**config.mk**
```make
export PLATFORM = sky130hd
export DESIGN_NAME = alu_bist
export DESIGN_NICKNAME = d
export VERILOG_FILES = /design/src/rtl/alu_bist.sv
export SDC_FILE = /design/constraint.sdc
export NUM_CORES = 1
export LEC_CHECK = 0
export ABC_CLOCK_PERIOD_IN_PS = 3100
export CORE_MARGIN = 10
export CORE_UTILIZATION = 50
export CTS_CLUSTER_SIZE = 14
export DETAILED_ROUTE_END_ITERATION = 8
export PLACE_DENSITY = 0.8
export SYNTH_ARGS = -nofsm -noshare
export SYNTH_HDL_FRONTEND = slang
export SYNTH_SLANG_ARGS = --single-unit
```
**constraint.sdc**
```tcl
create_clock -name clk -period 3.1 [get_ports clk]
set_input_delay 0.465 -clock clk [delete_from_list [all_inputs] [get_ports clk]]
set_output_delay 0.465 -clock clk [all_outputs]
set_load 0.005 [all_outputs]
```
**src/rtl/alu_bist.sv**
```systemverilog
// ALU built-in self-test initiator: 12 directed vectors with per-vector
// compare, then LFSR-driven random vectors compacted into a MISR signature.
module alu_bist #(
  parameter int unsigned N_RANDOM   = 256,
  parameter logic [31:0] LFSR_SEED  = 32'hACE1_2468,
  parameter logic [31:0] GOLDEN_SIG = 32'h0000_0000
) (
  input  logic        clk,
  input  logic        rst,
  input  logic        start,
  input  logic [31:0] ALU_out,
  input  logic [31:0] flags,
  output logic [31:0] val_A,
  output logic [31:0] val_B,
  output logic [2:0]  ALU_op,
  output logic        busy,
  output logic        done,
  output logic        pass,
  output logic [3:0]  fail_count,
  output logic [3:0]  first_fail_idx,
  output logic [31:0] sig
);

  localparam logic [2:0] OP_ADD = 3'b000;
  localparam logic [2:0] OP_SUB = 3'b001;
  localparam logic [2:0] OP_AND = 3'b010;
  localparam logic [2:0] OP_OR  = 3'b011;
  localparam logic [2:0] OP_MUL = 3'b100;
  localparam logic [2:0] OP_DIV = 3'b101;
  localparam logic [2:0] OP_NOT = 3'b110;

  localparam bit          HAS_RND = (N_RANDOM != 0);
  localparam logic [31:0] LAST_R  = 32'(N_RANDOM - 1);

  typedef enum logic [2:0] {
    S_IDLE, S_D_APPLY, S_D_CHECK, S_R_APPLY, S_R_CHECK, S_FINISH
  } state_t;

  typedef struct packed {
    logic [2:0]  op;
    logic [31:0] a;
    logic [31:0] b;
    logic [31:0] res;
    logic [3:0]  nzcv;
  } dvec_t;

  function automatic dvec_t dir_vec(input logic [3:0] i);
    dvec_t v;
    v = '0;
    case (i)
      4'd0:  v = {OP_ADD, 32'h3, 32'h1, 32'h4, 4'b0000};
      4'd1:  v = {OP_ADD, 32'h4000_0000, 32'h4000_0000,
                  32'h8000_0000, 4'b1001};
      4'd2:  v = {OP_SUB, 32'h7, 32'h3, 32'h4, 4'b0000};
      4'd3:  v = {OP_SUB, 32'h7, 32'h7, 32'h0, 4'b0100};
      4'd4:  v = {OP_AND, 32'h55, 32'hAA, 32'h0, 4'b0100};
      4'd5:  v = {OP_OR, 32'h55, 32'hAA, 32'hFF, 4'b0000};
      4'd6:  v = {OP_MUL, 32'h3, 32'h3, 32'h9, 4'b0000};
      4'd7:  v = {OP_MUL, 32'h8000_0000, 32'h8000_0000,
                  32'h0, 4'b0101};
      4'd8:  v = {OP_DIV, 32'h4, 32'h2, 32'h2, 4'b0000};
      4'd9:  v = {OP_DIV, 32'h4, 32'h0, 32'h0, 4'b0110};
      4'd10: v = {OP_NOT, 32'h0, 32'h3, 32'hFFFF_FFFC, 4'b1000};
      4'd11: v = {OP_ADD, 32'hFFFF_FFFF, 32'hFFFF_FFFF,
                  32'hFFFF_FFFE, 4'b1000};
      default: v = '0;
    endcase
    return v;
  endfunction

  state_t      r_state, w_nstate;
  logic [3:0]  r_idx;
  logic [31:0] r_rcnt;
  logic [31:0] r_lfsr, r_misr;
  logic [31:0] r_val_A, r_val_B, r_sig;
  logic [2:0]  r_ALU_op;
  logic        r_busy, r_done, r_pass;
  logic [3:0]  r_fail_count, r_ffi;

  logic [3:0]  w_app_idx;
  dvec_t       w_dv_app, w_dv_cur;
  logic [31:0] w_lfsr_nxt, w_rnd_src, w_misr_nxt;
  logic [2:0]  w_rnd_op;
  logic        w_d_mis, w_d_last, w_r_last;

  assign w_app_idx = (r_state == S_IDLE) ? 4'd0 : r_idx + 4'd1;
  assign w_dv_app  = dir_vec(w_app_idx);
  assign w_dv_cur  = dir_vec(r_idx);
  assign w_d_last  = (r_idx == 4'd11);
  assign w_r_last  = (r_rcnt == LAST_R);

  // Left-shift Galois form of x^32+x^22+x^2+x+1
  assign w_lfsr_nxt = {r_lfsr[30:0], 1'b0}
                    ^ (r_lfsr[31] ? 32'h0040_0007 : 32'h0);
  assign w_rnd_src  = (r_state == S_R_CHECK) ? w_lfsr_nxt : r_lfsr;
  assign w_rnd_op   = (&w_rnd_src[2:0]) ? OP_ADD : w_rnd_src[2:0];

  assign w_d_mis = (ALU_out != w_dv_cur.res)
                || (flags != {w_dv_cur.nzcv, 28'd0});
  assign w_misr_nxt = {r_misr[30:0],
                       r_misr[31] ^ r_misr[21] ^ r_misr[1] ^ r_misr[0]}
                    ^ ALU_out ^ flags;

  always_comb begin
    w_nstate = r_state;
    unique case (r_state)
      S_IDLE:    if (start && !r_done) w_nstate = S_D_APPLY;
      S_D_APPLY: w_nstate = S_D_CHECK;
      S_D_CHECK: begin
        if (!w_d_last)    w_nstate = S_D_APPLY;
        else if (HAS_RND) w_nstate = S_R_APPLY;
        else              w_nstate = S_FINISH;
      end
      S_R_APPLY: w_nstate = S_R_CHECK;
      S_R_CHECK: w_nstate = w_r_last ? S_FINISH : S_R_APPLY;
      S_FINISH:  w_nstate = S_IDLE;
      default:   w_nstate = S_IDLE;
    endcase
  end

  always_ff @(posedge clk) begin
    if (rst) r_state <= S_IDLE;
    else     r_state <= w_nstate;
  end

  always_ff @(posedge clk) begin
    if (rst) begin
      r_idx        <= 4'd0;
      r_rcnt       <= 32'd0;
      r_lfsr       <= LFSR_SEED;
      r_misr       <= 32'd0;
      r_val_A      <= 32'd0;
      r_val_B      <= 32'd0;
      r_ALU_op     <= 3'd0;
      r_busy       <= 1'b0;
      r_done       <= 1'b0;
      r_pass       <= 1'b0;
      r_fail_count <= 4'd0;
      r_ffi        <= 4'hF;
      r_sig        <= 32'd0;
    end else begin
      r_done <= 1'b0;
      if (w_nstate == S_D_APPLY) begin
        r_idx    <= w_app_idx;
        r_val_A  <= w_dv_app.a;
        r_val_B  <= w_dv_app.b;
        r_ALU_op <= w_dv_app.op;
      end
      if (w_nstate == S_R_APPLY) begin
        r_val_A  <= w_rnd_src;
        r_val_B  <= {w_rnd_src[15:0], w_rnd_src[31:16]};
        r_ALU_op <= w_rnd_op;
      end
      case (r_state)
        S_IDLE: if (w_nstate == S_D_APPLY) begin
          r_busy       <= 1'b1;
          r_pass       <= 1'b0;
          r_sig        <= 32'd0;
          r_fail_count <= 4'd0;
          r_ffi        <= 4'hF;
          r_lfsr       <= LFSR_SEED;
          r_misr       <= 32'd0;
          r_rcnt       <= 32'd0;
        end
        S_D_CHECK: if (w_d_mis) begin
          if (r_fail_count != 4'hF) r_fail_count <= r_fail_count + 4'd1;
          if (r_ffi == 4'hF)        r_ffi        <= r_idx;
        end
        S_R_CHECK: begin
          r_misr <= w_misr_nxt;
          r_lfsr <= w_lfsr_nxt;
          r_rcnt <= r_rcnt + 32'd1;
        end
        S_FINISH: begin
          r_sig  <= r_misr;
          r_pass <= (r_fail_count == 4'd0)
                 && (!HAS_RND || (r_misr == GOLDEN_SIG));
          r_done <= 1'b1;
          r_busy <= 1'b0;
        end
        default: ;
      endcase
    end
  end

  assign val_A          = r_val_A;
  assign val_B          = r_val_B;
  assign ALU_op         = r_ALU_op;
  assign busy           = r_busy;
  assign done           = r_done;
  assign pass           = r_pass;
  assign fail_count     = r_fail_count;
  assign first_fail_idx = r_ffi;
  assign sig            = r_sig;

endmodule
```
==> results.py, run 1 <==
metrics = {
    "job": {
        "maxCapViolations": 0,
    },
    "grt": {
        "globalRouteTotalUtil_pct": 21.63,
        "total_global_routing_overflow": 0,
        "maximum_number_of_pins_on_one_net_before_global_route_repair": 55,
        "via_count_of_the_first_global_routing_pass": 8436,
        "first_pass_grt_wire_length_um": 44100,
        "number_of_antenna_violations_at_the_first_check_in_global_routing": 0,
    },
    "power": {
        "switching_power_mw": 1.423,
        "pwr_density_cell_nw_per_um2": 490.4,
        "power_switching_share_pct": 24.09,
        "worst_ir_drop_vdd_uv": 411.2,
        "internal-power_mw": 4.483,
        "combinationalPowerShare_pct": 10.5,
        "total_power_mw": 5.905,
        "p_seq_share_pct": 46.0,
        "clkPwrFrac_pct": 43.4,
        "cellLeakagePower_nw": 4.387,
    },
    "floorplanning": {
        "dieWidth_um": 157.7,
        "dieHeight_um": 157.7,
        "dieArea_sq_um": 24880,
        "core_area_sq_um": 18710,
        "std_cell_rows": 50,
        "pin_count": 177,
        "initial_utilization_pct": 50.72,
    },
    "setup_path": {
        "regToRegSetupSlack_ps": 320,
        "cp.required_ps": 3510,
        "timing.rr.end": "val_A[22]$_SDFFE_PP0P_",
        "crit_arrival_ps": 3190,
        "timing.critical_path.from_type": "flip-flop",
        "ff2ff_path_depth": 6,
        "timing.setup.critical_path_class": "flip-flop to flip-flop",
        "r2r-start": "r_state[0]$_SDFF_PP0_",
        "crit_fanout": 43,
        "crit_path_end_kind": "flip-flop",
        "timing.critical_path.from": "r_state[0]$_SDFF_PP0_",
        "worst_setup_path_endpoint": "val_A[22]$_SDFFE_PP0P_",
    },
    "routing": {
        "vias_per_cell": 5.794,
        "detail-route-antenna-nets": 0,
        "routed-wl-met2_um": 12480,
        "drc": 0,
        "via_count": 8598,
        "highest_layer": "met4",
        "routed_wire_length_per_instance_um": 18.76,
        "initialDrtViolationCount": 673,
        "m1WireLength_um": 12040,
        "met3_wirelength_um": 2716,
        "postRouteWirelength_um": 27850,
        "dr.pass1.iters": 5,
    },
    "sta": {
        "tns_ps": 0,
        "whs_ps": 434.3,
        "clock-skew-final_ps": 14.54,
        "max-slew-margin-rel_pct": 48.65,
        "setup_slack_ps": 321.2,
        "final-max-slew-violation-count": 0,
        "grt_setup_unrepaired": "no",
        "report.final.setup_viol": 0,
        "final_hold_viol_count": 0,
        "finalCritPeriodShare_pct": 89.64,
        "max_clock_freq_mhz": 359.9,
        "finalCriticalPeriod_ps": 2779,
        "worst-slew-pin-transition_ps": 766.9,
    },
    "synth": {
        "ys_seq_elements": 206,
        "yosys.cell_types.count": 66,
        "dominant_synthesized_flop_cell": "dfxtp_1",
        "synthArstFlopShare_pct": 0,
        "synth_xor_xnor_area_share_pct": 7.663,
        "synth_compound_gate_area_share_pct": 18.12,
        "mappedNetlistArea_sq_um": 9487,
        "netlist_instances": 1095,
        "muxShareOfSynthArea_pct": 3.165,
        "synth_top_area_share_pct": 43.47,
        "synth_fa_ha_area_share_pct": 1.319,
        "yosys.area_share.simple_pct": 21.35,
        "post_synth.cell_area_avg_sq_um": 8.664,
        "synth_top_cell_by_area": "dfxtp_1",
        "synth_edf_count": 0,
        "yosysWarnings": 0,
        "post_synth_main_area_contributors": "dfxtp_1, xnor2_1, nand2_1, a21oi_1, nor2_1",
        "synth_top_family_by_area": "simple AND/OR/NAND/NOR gates",
        "synth.net_count": 1172,
        "yosysSeqAreaShare_pct": 43.47,
    },
    "placed_design": {
        "hpwl_dp_um": 19860,
        "dpl-instance-area_sq_um": 11340,
        "placed_cells_incl_taps": 1446,
        "port-buffer-count": 176,
        "dp_slack_ps": 98.22,
        "place_congestion": 0.9215,
    },
    "cts": {
        "cts_tree": "done",
        "ctsLongestPathBuffers": 3,
        "post_cts_resized": 0,
        "cts_post_setup_buffers_inserted": 0,
        "clk_transition_reported_paths_ps": 60,
        "worst_skew_pair.late_latency_ps": 500,
        "cts_buffer_count": 21,
        "h_tree_levels": 1,
        "clock_tree.root_cell": "clkbuf_16",
        "cts.sink_count": 206,
        "number_of_buffers_added_to_fix_hold_violations_after_cts": 0,
    },
    "finish": {
        "most_frequent_standard_cell_in_the_layout_excluding_fill_and_tap_cells": "dfxtp_1",
        "layout-drive-gt1-share_pct": 7.200,
        "leading_cell_types_in_the_layout_fill_and_taps_excluded": "dfxtp_1, clkdlybuf4s50_1, nand2_1",
        "utilization_after_layout_pct": 64.37,
        "fin_area_sq_um": 12040,
        "layout.cells.non_filler": 1484,
        "layout-area-overhead-vs-synth_pct": 26.93,
        "final_nets": 1312,
        "diodes": 0,
    },
    "worst_hold_path": {
        "holdCritPathClass": "primary input to flip-flop",
    },
    "outcome": {
        "outcome": "finished clean",
    },
}
-- sequential cells by signal, indices dropped and copies added, names as in the netlist --
| register | flops |
|---|---|
| ALU_op | 3 |
| r_idx | 4 |
| done | 1 |
| val_B | 15 |
| r_lfsr | 32 |
| w_dv_cur | 10 |
| val_A | 32 |
| first_fail_idx | 4 |
| fail_count | 4 |
| r_state | 3 |
| pass | 1 |
| busy | 1 |
| sig | 32 |
| r_misr | 32 |
| r_rcnt | 32 |
-- power by group through the flow --
stage | combinational, mW | sequential, mW | clock (mW)
detailed placement | 0.613 | 2.78 | 0
global route | 0.672 | 2.72 | 2.70
CTS | 0.621 | 2.72 | 2.60
finish | 0.623 | 2.72 | 2.56
global placement | 0.610 | 2.78 | 0
floorplan | 0.333 | 2.77 | 0
-- worst max-delay path: stages, from the launching register on --
cell and delay (ps):
dfxtp_1 590, or3b_4 280, buf_4 460, a2bb2oi_1 450, nand2_1 310, mux2_2 340
a211oi_1 230
-- synth_stat cells, types with 3 or more instances --
cell type	instances
a2111oi_0	4
a211o_1	3
a211oi_1	5
a21o_1	4
a21oi_1	78
a221oi_1	10
a22o_1	32
a22oi_1	34
a31o_2	6
a31oi_1	18
and2_1	5
and3_1	9
buf_1	9
buf_2	5
buf_4	21
clkbuf_1	46
dfxtp_1	206
ha_1	10
inv_1	14
mux2_2	8
mux2i_1	21
nand2_1	122
nand2b_1	15
nand3_1	44
nand4_1	18
nor2_1	103
nor2b_1	7
nor3_1	24
nor3b_1	4
nor4_1	23
o211ai_1	12
o21ai_0	13
o21bai_1	3
o22ai_1	3
o31ai_1	7
or2_2	5
or3_1	15
or4_1	9
xnor2_1	74
xor2_1	9
-- area by class of cell --
type                       count  area, sq um
fill                        1547         6664
multi-input combinational    790         4911
sequential                   206         4124
timing repair buffer         200         1952
clock buffer                  27        588.1
tap                          234        292.8
clock inverter                11        113.9
inverter                      16        60.06
-- worst min path at each step --
| stage | from | end | slack, ps | cells past startpoint |
|---|---|---|---|---|
| 6_report | rst | r_misr[30]$_SDFFE_PP0P_ | 430 | 2 |
| 5_1_grt | rst | r_misr[29]$_SDFFE_PP0P_ | 450 | 2 |
| 4_1_cts | rst | r_misr[15]$_SDFFE_PP0P_ | 420 | 2 |
| 3_5_place_dp | pass$_SDFFE_PP0P_ | pass$_SDFFE_PP0P_ | 450 | 2 |
| 3_3_place_gp | pass$_SDFFE_PP0P_ | pass$_SDFFE_PP0P_ | 440 | 2 |
| 2_1_floorplan | r_lfsr[22]$_SDFFE_PP1P_ | r_lfsr[22]$_SDFFE_PP1P_ | 450 | 2 |
-- logic make-up (layout without fill, tap and decap cells) --
logic type / count (synthesis) / count (layout)
buffers and inverters: 99 / 254
DFF: 206 / 206
AOI/OAI and AO/OA: 251 / 251
xor gates and xnor gates: 83 / 83
and+or+nand+nor: 417 / 417
muxes: 29 / 29
adders and majority gates: 10 / 10
-- routing by layer --
| metal | track usage, % | vias up |
|---|---|---|
| li1 | - | 4193 |
| met1 | 26.59 | 4027 |
| met2 | 35.97 | 333 |
| met3 | 6.052 | 45 |
| met4 | 6.545 | 0 |
| met5 | 0 | - |
Power figures use the tool's default switching activity.
==> inputs of run 2 (changes only) <==
- ABC_CLOCK_PERIOD_IN_PS: 3100 -> 2900
- clock period: 3.1 -> 2.9 ns (I/O delays scaled with it)
==> run 2 against run 1 <==
  * Design area up 2.1%
  * Sequential share of layout area down 0.71 points
  * Worst hold slack better by 17 ps
  * Final cell count up 0.88%
  * Total power up 14%
  * Maximum frequency is 6.5% higher
  * Flip-flop and latch count did not move
  * Critical endpoint is now val_B[3]$_SDFFE_PP0P_
==> results.py, run 2 (synthesis gave the netlist of run 1 again) <==
metrics = {
    "grt": {
        "via_count_of_the_first_global_routing_pass": 8436,
        "total_global_routing_overflow": 0,
        "globalRouteTotalUtil_pct": 21.76,
        "maximum_number_of_pins_on_one_net_before_global_route_repair": 85,
        "first_pass_grt_wire_length_um": 44350,
        "number_of_antenna_violations_at_the_first_check_in_global_routing": 1,
    },
    "routing": {
        "detail-route-antenna-nets": 0,
        "postRouteWirelength_um": 28230,
        "routed_wire_length_per_instance_um": 18.85,
        "initialDrtViolationCount": 730,
        "drc": 0,
        "vias_per_cell": 5.880,
        "via_count": 8802,
        "dr.pass1.iters": 5,
    },
    "finish": {
        "layout-drive-gt1-share_pct": 8.162,
        "leading_cell_types_in_the_layout_fill_and_taps_excluded": "dfxtp_1, clkdlybuf4s50_1, nand2_1",
        "utilization_after_layout_pct": 65.73,
        "most_frequent_standard_cell_in_the_layout_excluding_fill_and_tap_cells": "dfxtp_1",
        "final_nets": 1324,
        "fin_area_sq_um": 12300,
        "layout-area-overhead-vs-synth_pct": 29.61,
    },
    "power": {
        "switching_power_mw": 1.517,
        "worst_ir_drop_vdd_uv": 401.7,
        "cellLeakagePower_nw": 4.525,
        "combinationalPowerShare_pct": 10.1,
        "p_seq_share_pct": 43.2,
        "internal-power_mw": 5.206,
        "power_switching_share_pct": 22.56,
        "clkPwrFrac_pct": 46.7,
        "pwr_density_cell_nw_per_um2": 546.8,
    },
    "cts": {
        "worst_skew_pair.late_latency_ps": 500,
        "post_cts_resized": 0,
        "number_of_buffers_added_to_fix_hold_violations_after_cts": 0,
        "cts_buffer_count": 22,
        "clock_tree.root_cell": "clkbuf_16",
        "cts_post_setup_buffers_inserted": 0,
        "ctsLongestPathBuffers": 3,
        "h_tree_levels": 1,
        "clk_transition_reported_paths_ps": 60,
        "cts_tree": "done",
        "cts.sink_count": 206,
    },
    "worst_hold_path": {
        "hold_path_startpoint": "rst",
        "holdCritPathClass": "primary input to flip-flop",
        "hold_path_end": "r_misr[0]$_SDFFE_PP0P_",
        "hold_path_depth": 2,
    },
    "job": {
        "maxCapViolations": 0,
    },
    "sta": {
        "tns_ps": 0,
        "clock-skew-final_ps": 7.592,
        "finalCriticalPeriod_ps": 2609,
        "max_clock_freq_mhz": 383.3,
        "grt_setup_unrepaired": "no",
        "worst-slew-pin-transition_ps": 783.0,
        "max-slew-margin-rel_pct": 47.57,
        "finalCritPeriodShare_pct": 89.96,
        "final_hold_viol_count": 0,
        "report.final.setup_viol": 0,
        "final-max-slew-violation-count": 0,
    },
    "placed_design": {
        "hpwl_dp_um": 20000,
        "place_congestion": 0.9330,
        "port-buffer-count": 176,
        "dpl-instance-area_sq_um": 11460,
    },
    "setup_path": {
        "crit_slowest_cell": "ha_1",
        "timing.rr.end": "val_B[3]$_SDFFE_PP0P_",
        "regToRegSetupSlack_ps": 290,
        "timing.setup.critical_path_class": "flip-flop to flip-flop",
        "crit_path_end_kind": "flip-flop",
        "timing.critical_path.from": "r_idx[1]$_SDFFE_PP0N_",
        "crit_arrival_ps": 3030,
        "cp.required_ps": 3320,
        "crit_fanout": 12,
        "timing.critical_path.from_type": "flip-flop",
        "timing.critical_path.slowest_cell_delay_ps": 550,
        "critical_path.cell_chain": "ha_1 > nor2b_1 > nand4_1 > nor2_1 > buf_4 > a31oi_1 > buf_4 > a31oi_1",
        "critPathTopFamily": "simple AND/OR/NAND/NOR gates",
        "timing.critical_path.buf_inv": 2,
        "r2r-start": "r_idx[1]$_SDFFE_PP0N_",
        "ff2ff_path_depth": 8,
    },
    "floorplanning": {
        "std_cell_rows": 50,
        "pin_count": 177,
        "initial_utilization_pct": 50.72,
        "dieHeight_um": 157.7,
        "core_area_sq_um": 18710,
        "dieArea_sq_um": 24880,
        "dieWidth_um": 157.7,
    },
    "outcome": {
        "outcome": "finished clean",
    },
}
-- run 2: changes by cell type in the layout (fill, tap and decap cells not counted), sizes merged --
cell      change
clkinv        -4
bufinv        +2
clkbuf        +6
diode         +1
inv           -1
buf          +11
clkinvlp      -2
-- run 2: cell type report --
type	count	area [sq um]
Multi-Input combinational cell	790	4911
Clock buffer	33	703.2
Sequential cell	206	4124
Clock inverter	6	130.1
Antenna cell	1	2.502
Tap cell	234	292.8
Inverter	16	60.06
Timing Repair Buffer	211	2072
Fill cell	1503	6410
-- run 2: metal layers --
metal / vias up / track usage, % / share of wire [%]
met2: 361 / 35.38 / 45
met1: 4158 / 27.43 / 42
met4: 0 / 6.589 / 2.5
met5: - / 0 / 0
met3: 54 / 6.052 / 11
li1: 4229 / - / -
-- run 2: how the worst max path moves through the flow --
| stage | to | cells after the start |
|---|---|---|
| final | val_B[3]$_SDFFE_PP0P_ | 8 |
| after global routing | w_dv_cur[2]$_DFF_P_ | 10 |
| after CTS | val_B[3]$_SDFFE_PP0P_ | 8 |
| after detailed placement | fail_count[3]$_SDFFE_PP0P_ | 9 |
| after global placement | fail_count[3]$_SDFFE_PP0P_ | 8 |
| after floorplan | w_dv_cur[7]$_DFF_P_ | 10 |
-- run 2: power by group through the flow --
stage | registers, mW | clock network [mW] | logic, mW
2_1_floorplan | 2.96 | 0 | 0.355
3_3_place_gp | 2.97 | 0 | 0.663
3_5_place_dp | 2.97 | 0 | 0.667
4_1_cts | 2.90 | 3.17 | 0.677
5_1_grt | 2.91 | 3.30 | 0.733
6_report | 2.90 | 3.14 | 0.679
-- run 2: worst register-to-register path: stages, from the launching register on --
cell	delay, ps
dfxtp_1	390
ha_1	550
nor2b_1	330
nand4_1	360
nor2_1	240
buf_4	230
a31oi_1	80
buf_4	190
a31oi_1	170
-- run 2: through the flow --
step	setup WS (ps)	power [mW]	hold WS [ps]	std cells
detailed placement	-62.12	3.633	457.0	1457
global route	100.8	6.939	458.5	1497
CTS	382.9	6.756	431.7	1496
floorplan	484.9	3.313	445.6	1095
global placement	11.13	3.628	435.2	1457
finish	291.2	6.723	450.8	1497
